$ cat src/rtl/ascon_pkg.sv
// ascon_pkg: shared ASCON types, round constants, S-box table and linear-layer rotations.
package ascon_pkg;

    typedef logic [319:0] state_t;
    // Word view of the state: x0 sits in the top element, so x_i = w[4-i].
    typedef logic [4:0][63:0] words_t;

    typedef enum logic [1:0] {IDLE, WAIT_AD, PERMUTE, DONE} fsm_t;

    // Indexed by the bit column {x0,x1,x2,x3,x4}, result in the same order.
    localparam logic [4:0] SBOX [32] = '{
        5'h04, 5'h0b, 5'h1f, 5'h14, 5'h1a, 5'h15, 5'h09, 5'h02,
        5'h1b, 5'h05, 5'h08, 5'h12, 5'h1d, 5'h03, 5'h06, 5'h1c,
        5'h1e, 5'h13, 5'h07, 5'h0e, 5'h00, 5'h0d, 5'h11, 5'h18,
        5'h10, 5'h0c, 5'h01, 5'h19, 5'h16, 5'h0a, 5'h0f, 5'h17
    };

    localparam int ROT_A [5] = '{19, 61, 1, 10, 7};
    localparam int ROT_B [5] = '{28, 39, 6, 17, 41};

    function automatic logic [7:0] round_const(input int k);
        return 8'(((15 - k) << 4) | k);
    endfunction

    function automatic logic [63:0] ror(input logic [63:0] x, input int r);
        return (x >> r) | (x << (64 - r));
    endfunction

endpackage

$ cat src/rtl/ascon_round.sv
// ascon_round: one combinational ASCON round (constant add, S-box, linear diffusion).
module ascon_round
    import ascon_pkg::*;
(
    input  state_t     s_in,
    input  logic [7:0] rc,
    output state_t     s_out
);

    words_t     w_in;
    words_t     w_s;
    words_t     w_out;
    logic [4:0] col;

    always_comb begin
        w_in    = s_in;
        w_in[2] = s_in[191:128] ^ {56'd0, rc};
        w_s     = '0;
        col     = '0;
        for (int b = 0; b < 64; b++) begin
            col = SBOX[{w_in[4][b], w_in[3][b], w_in[2][b], w_in[1][b], w_in[0][b]}];
            for (int i = 0; i < 5; i++) w_s[i][b] = col[i];
        end
        w_out = '0;
        for (int i = 0; i < 5; i++)
            w_out[4-i] = w_s[4-i] ^ ror(w_s[4-i], ROT_A[i]) ^ ror(w_s[4-i], ROT_B[i]);
    end

    assign s_out = w_out;

endmodule

$ cat src/rtl/ascon_ad_absorb.sv
// ascon_ad_absorb: absorbs associated-data blocks into an ASCON state using p^b,
// RPC rounds per clock, and applies the final domain-separation bit.
module ascon_ad_absorb
    import ascon_pkg::*;
#(
    parameter int RATE      = 64,
    parameter int PB_ROUNDS = 6,
    parameter int RPC       = 1
) (
    input  logic            clk,
    input  logic            rst_n,
    input  logic            start,
    input  logic            ad_empty,
    input  logic [319:0]    state_in,
    input  logic            ad_valid,
    output logic            ad_ready,
    input  logic [RATE-1:0] ad_data,
    input  logic            ad_last,
    output logic            busy,
    output logic            done,
    output logic [319:0]    state_out
);

    localparam int CYCLES = PB_ROUNDS / RPC;

    if (PB_ROUNDS % RPC != 0) begin : g_bad_rpc
        $error("PB_ROUNDS must be a multiple of RPC");
    end
    if (RATE != 64 && RATE != 128) begin : g_bad_rate
        $error("RATE must be 64 or 128");
    end

    fsm_t       fsm_q, fsm_d;
    state_t     st_q, st_d;
    logic [3:0] cnt_q, cnt_d;
    logic       last_q, last_d;
    state_t     chain [RPC+1];

    assign chain[0] = st_q;

    for (genvar j = 0; j < RPC; j++) begin : g_rnd
        logic [7:0] rc;
        assign rc = round_const(12 - PB_ROUNDS + int'(cnt_q) * RPC + j);
        ascon_round u_round (
            .s_in  (chain[j]),
            .rc    (rc),
            .s_out (chain[j+1])
        );
    end

    always_comb begin
        fsm_d    = fsm_q;
        st_d     = st_q;
        cnt_d    = cnt_q;
        last_d   = last_q;
        ad_ready = 1'b0;
        done     = 1'b0;
        case (fsm_q)
            IDLE: begin
                if (start) begin
                    st_d  = ad_empty ? state_in ^ 320'd1 : state_in;
                    fsm_d = ad_empty ? DONE : WAIT_AD;
                end
            end
            WAIT_AD: begin
                ad_ready = 1'b1;
                if (ad_valid) begin
                    st_d   = st_q ^ {ad_data, {(320-RATE){1'b0}}};
                    last_d = ad_last;
                    cnt_d  = '0;
                    fsm_d  = PERMUTE;
                end
            end
            PERMUTE: begin
                cnt_d = cnt_q + 4'd1;
                st_d  = chain[RPC];
                if (cnt_q == 4'(CYCLES - 1)) begin
                    st_d  = last_q ? chain[RPC] ^ 320'd1 : chain[RPC];
                    fsm_d = last_q ? DONE : WAIT_AD;
                end
            end
            default: begin
                done  = 1'b1;
                fsm_d = IDLE;
            end
        endcase
    end

    always_ff @(posedge clk or negedge rst_n) begin
        if (!rst_n) begin
            fsm_q  <= IDLE;
            st_q   <= '0;
            cnt_q  <= '0;
            last_q <= 1'b0;
        end else begin
            fsm_q  <= fsm_d;
            st_q   <= st_d;
            cnt_q  <= cnt_d;
            last_q <= last_d;
        end
    end

    assign busy      = (fsm_q != IDLE);
    assign state_out = st_q;

endmodule

$ cat config.mk
export PLATFORM = sky130hd
export DESIGN_NAME = ascon_ad_absorb
export DESIGN_NICKNAME = d
export VERILOG_FILES = /design/src/rtl/ascon_pkg.sv /design/src/rtl/ascon_round.sv /design/src/rtl/ascon_ad_absorb.sv
export SDC_FILE = /design/constraint.sdc
export NUM_CORES = 2
export LEC_CHECK = 0
export ABC_AREA = 1
export CAP_MARGIN = 0
export CORE_ASPECT_RATIO = 2
export CORE_MARGIN = 5
export CORE_UTILIZATION = 47
export CTS_BUF_LIST = sky130_fd_sc_hd__clkbuf_4 sky130_fd_sc_hd__clkbuf_8
export CTS_CLUSTER_SIZE = 16
export DETAILED_ROUTE_END_ITERATION = 8
export PLACE_DENSITY = 0.74
export SLEW_MARGIN = 20
export SYNTH_ARGS = -nofsm -noshare
export SYNTH_HDL_FRONTEND = slang
export SYNTH_SLANG_ARGS = --single-unit
$ cat constraint.sdc
create_clock -name clk -period 2.7 [get_ports clk]
set_input_delay 0.54 -clock clk [delete_from_list [all_inputs] [get_ports clk]]
set_output_delay 0.54 -clock clk [all_outputs]
set_load 0.02 [all_outputs]
==> results.toml <==
[synth]
synth.avg_cell_area_um2 = 6.83
yosysWarnings = 0
syn-num-nets = 5996
synth_top_area_share_pct = 22.8
ys_top_cells_by_area = "dfrtp_1 (23%), nand2_1 (13%), ha_1 (12%)"
synth_seq_cells = 327
syn_inst = 5252
yosys.area.top_type = "dfrtp_1"
seq_area_frac_synth_pct = 22.8
netlist_area_um2 = 35800
ys_types = 53

[global_routing]
grt_pass1_wl_um = 305000
antenna_found_initial = 10
gr-total-overflow = 0
grt_max_degree = 67
grt_pass1_vias = 43399
grt.total_usage_pct = 51.4

[routing]
drtAntennaViolNets = 0
routed_wl_um = 219000
post_drt_wl_per_cell_um = 29.3
vias = 44853
route.detailed.drc = 0
firstDrtPassIters = 8
via_per_inst = 6.00
drt_iter0_drc = 5022

[critical_path]
cp-startpoint = "state_out[63]"
crit_type = "reg2out"
r2r_end = "state_out[21]"
critPathCaptureType = "output port"
critPathLaunchType = "flip-flop"
r2r_start = "state_out[85]"
crit_required_ps = 2160
critPathMaxFanout = 4
r2r_setup_slack_ps = 30
arrival_ps = 2170
r2r_cells = 11

[cells_and_area]
fin_cells = 7479
final_nets = 7162
syn2layout_area_growth_pct = 38.5
drive_gt1_share_pct = 13.2
final_common_cell = "nand2_1"
design_area_um2 = 49700
mostFrequentLayoutCells = "nand2_1 (1,217), clkdlybuf4s50_1 (710), inv_1 (579)"

[timing]
fin_worst_skew_ps = 42.4
setup_viol = 1
finalHoldWorstSlack_ps = 446
setup_ws_ps = -7.34
tightest_slew_ps = 1200
fin_crit_ps = 2710
rsz0062_at_grt = "false"
fmax_mhz = 369
slew_headroom_pct = 19.6
fin_crit_sh_pct = 100
hold_violations = 0
slew_viol_final = 0

[placed_design]
place_hpwl_um = 180000
io_buffer_count = 712
placed_area_um2 = 48300
dp_cells = 7372
place.gp.congestion = 1.13

[clock_network]
clock_path_buffers = 3
clkSinkCount = 327
htree_levels = 2
cts_root_buffer = "clkbuf_8"
clk_pin_slew_ps = 70
clk_latency_ps = 730
cts_tree = "done"
cts-buffers-inserted = 54

[floorplan]
die_w_um = 205
pin_count = 713
start_util_pct = 47.3
fp-row-count = 143
core-area_um2 = 75900
die_y_um = 401
dieArea_um2 = 82200

[outcome]
status = "finished with violations"
failed_checks = "setup timing"

[job]
cap_violations = 0

[min_path]
hold_class = "in2async"
[synthesized netlist by cell type (all sizes together)]
cell,instances
o22ai,23
clkbuf,92
nand3,335
xnor2,194
nor2,317
o21ai,460
o2111ai,1
or2,139
a21boi,24
mux2i,1
clkinv,1
a211oi,1
nand2,1227
inv,594
ha,354
nor3,11
a2bb2oi,1
mux2,1
a21o,24
nand2b,1
a21oi,415
o221ai,1
nand4,12
buf,79
o21bai,12
and2,2
xor2,259
o31ai,1
a31oi,23
dfrtp,327
a221oi,15
or3,1
o211ai,44
nand3b,4
a22oi,253
o21a,3
[worst max-delay path: stages (launching register included)]
cell             delay (ps)
dfrtp_1                 460
buf_4                   180
clkdlybuf4s50_1         800
[area by class of cell]
type,instances,area [um^2]
well taps,1015,1270
multi-input cells,4159,24800
repair buffers,1281,11900
clock buffers,82,1050
diodes,5,12.5
fillers,6625,26200
flip-flops and latches,327,8180
clock inverters,15,131
inverters,595,2250
[registers in the layout, summed over array words and instances (netlist names)]
register,cells
last_q,1
cnt_q,4
state_out,320
fsm_q,2
[repair_timing]
item | CTS | global route
buffers inserted | 0 | 4
hold endpoints to repair | 47 | 0
hold buffers | 1 | 0
cloned | 0 | 0
setup endpoints to repair | 1 | 33
gates resized for setup | 1 | 30
[routing by layer]
metal | up-vias | global-route usage [%] | part of all wire [%]
li1 | 19674 | - | -
met1 | 20770 | 52.8 | 31
met2 | 3281 | 78.9 | 43
met3 | 1120 | 13.7 | 11
met4 | 8 | 57.7 | 15
met5 | - | 0 | 0.023
[worst max-delay path by stage]
stage	to	slack (ps)	depth (start not counted)
after floorplan	state_out[72]	530	8
after global placement	state_out[39]	80	7
after detailed placement	state_out[310]	40	11
after CTS	ad_ready	20	4
after global routing	state_out[221]	2	14
final	state_out[63]	-7	2
[cells by family (layout without fill, tap and decap cells)]
family | Yosys count | count (layout) | share of synthesized area (%)
muxes | 2 | 2 | 0.0593
xor gates and xnor gates | 453 | 453 | 11.4
and+or+nand+nor | 2049 | 2049 | 23.8
adders and majority gates | 354 | 354 | 12.4
other | 0 | 5 | 0
AOI/OAI and AO/OA | 1301 | 1301 | 21.2
buffers and inverters | 766 | 1973 | 8.29
DFF | 327 | 327 | 22.8
[through the flow]
step           TNS (ps)  setup slack, ps  utilization (%)
5_1_grt               0             2.46             65.4
2_1_floorplan         0              534                -
3_5_place_dp          0             44.5             63.7
6_report          -7.34            -7.34             65.5
4_1_cts               0             18.6             65.3
3_3_place_gp          0             75.3             63.7
Power is left out: the tool's default activity adds up to more than one toggle a clock period on the data nets, which glitch-free logic cannot reach.
==> edit: new RTL, same flow settings <==
Change the parameter `RATE` from 64 to 128.
--- a/src/rtl/ascon_ad_absorb.sv
+++ b/src/rtl/ascon_ad_absorb.sv
@@ -4,5 +4,5 @@
     import ascon_pkg::*;
 #(
-    parameter int RATE      = 64,
+    parameter int RATE      = 128,
     parameter int PB_ROUNDS = 6,
     parameter int RPC       = 1
Ports: changed (resized ad_data); port bits go from 713 to 777. The function was not compared with the original's and may differ.
==> edit against the unedited design <==
The flow finishes with violations (design-rule violations, negative setup slack); area after synthesis is 1.5% higher; worst hold slack worse by 0.083 ns; design area rose by 2.7%; routed wire length rose by 8.3%; largest cell class unchanged; setup slack got worse by 0.012 ns; clock skew shrank 0.011 ns; sequential cell count stayed put; critical path type unchanged; non-clock buffer count grew 75.
Power is left out: the tool's default activity adds up to more than one toggle a clock period on the data nets, which glitch-free logic cannot reach.
==> edit: results (changes against the unedited design) <==
largest_reg_flops: 320  # unchanged
first_iter_violations: 5780  # was 5022
cts_buffers: 55  # was 54
critical_path.endpoint: "state_out[238]"  # was state_out[63]
worst_slew_pin_slew_ns: 1.13  # was 1.20 ns
first_pass_iters: 9  # was 8
slowest_stage: "clkdlybuf4s50_1"  # unchanged
grt_start_max_net_pins: 91  # was 67
synth_warnings: 0  # unchanged
numPortBuffers: 776  # was 712
grt_pass1_wl_um: 324000  # was 305000 um
avgSynthCellArea_um2: 6.80  # was 6.83 um^2
status: "finished with violations"  # unchanged
final_layout_size_suffix_gt1_share_pct: 14.0  # was 13.2%
ys_seq_area_share_pct: 22.5  # was 22.8%
detail_route.wl_per_cell_um: 31.1  # was 29.3 um
synth_xor_xnor_area_share_pct: 12.4  # was 11.4%
cp_max_fo: 4  # unchanged
worst_r2r_path_depth: 13  # was 11
routed_via_density: 6.19  # was 6.00
ys_async_sr_fraction_pct: 100  # unchanged
cts-htree-levels: 2  # unchanged
setup_violations: 5  # was 1
startpoint: "state_out[238]"  # was state_out[63]
hold_slack_ns: 0.363  # was 0.446 ns
synth_cell_type_count: 54  # was 53
dp_hpwl_um: 191000  # was 180000 um
routed_wl_um: 237000  # was 219000 um
rr_endpoint: "state_out[298]"  # was state_out[21]
synth-adder-area-share_pct: 11.4  # was 12.4%
track_usage_pct: 54.8  # was 51.4%
gp_congestion: 1.14  # was 1.13
synthMuxAreaShare_pct: 0.0860  # was 0.0593%
drc: 2  # was 0
cts.path.max_buffers: 3  # unchanged
reg2reg_slack_ns: 0.03  # about the same
num-fill-cells: 6614  # was 6625
failed_checks: "design-rule violations, negative setup slack"  # was negative setup slack
layout_setup_ws_ns: -0.0192  # was -0.00734 ns
syn_nets: 6130  # was 5996
synthFlopType: "dfrtp_1"  # unchanged
clock_skew_ns: 0.0314  # was 0.0424 ns
synth.area.top_cells: "dfrtp_1, nand2_1, ha_1, o21ai_0, xor2_1"  # was dfrtp_1, nand2_1, ha_1, inv_1, xor2_1
cts-root-buf: "clkbuf_8"  # unchanged
r2r_start: "state_out[106]"  # was state_out[85]
antenna_found_initial: 19  # was 10
yosysTopAreaCellShare_pct: 22.5  # was 22.8%
clk-insertion-delay-late_ns: 0.75  # was 0.73 ns
dp_slack_ns: -0.0610  # was 0.0445 ns
placed_area_um2: 49300  # was 48300 um^2
slowest_delay_ns: 0.65  # was 0.80 ns
synth_common_cells: "nand2_1, o21ai_0, inv_1, a21oi_1, nor2_1"  # was nand2_1, inv_1, a21oi_1, o21ai_0, ha_1
placedCellCount: 7517  # was 7372
hold_class: "input pin to async pin"  # unchanged
clkTransAtPathRegs_ns: 0.07  # about the same
crit_arrival_ns: 2.18
finalNetCount: 7350  # was 7162
finalSetupTns_ns: -0.0444  # was -0.00734 ns
synth_compound_area_share_pct: 22.0  # was 21.2%
grt_pass1_vias: 45517  # was 43399
[edit: area by class of cell]
type,instances,area (um^2),share of cell area [%]
Inverter,523,2000,3.92
Sequential cell,327,8190,16.1
Clock inverter,6,105,0.206
Multi-Input combinational cell,4303,25600,50.1
Tap cell,1022,1280,2.51
Antenna cell,11,27.5,0.0540
Timing Repair Buffer,1356,12700,24.9
Clock buffer,95,1160,2.27
[edit: critical path, delay by kind of cell (launching register included)]
| family | cells | cell delay [ns] |
|---|---|---|
| buffers and inverters | 2 | 0.89 |
| flip-flops | 1 | 0.56 |
[edit: what timing repair did]
item | 4_1_cts | 5_1_grt
setup endpoints to repair | 12 | 60
resized for setup | 18 | 66
pin swaps | 0 | 3
cloned | 1 | 0
setup buffers | 0 | 12
hold buffers | 1 | 0
hold endpoints to repair | 35 | 0
[edit: layer usage]
layer  vias up  track usage (%)  wire length, um
li1      20152                -                -
met1     21775             55.2            71300
met2      3909             81.9           100000
met3      1448             17.4            28800
met4         4             63.7            37300
met5         -                0               28
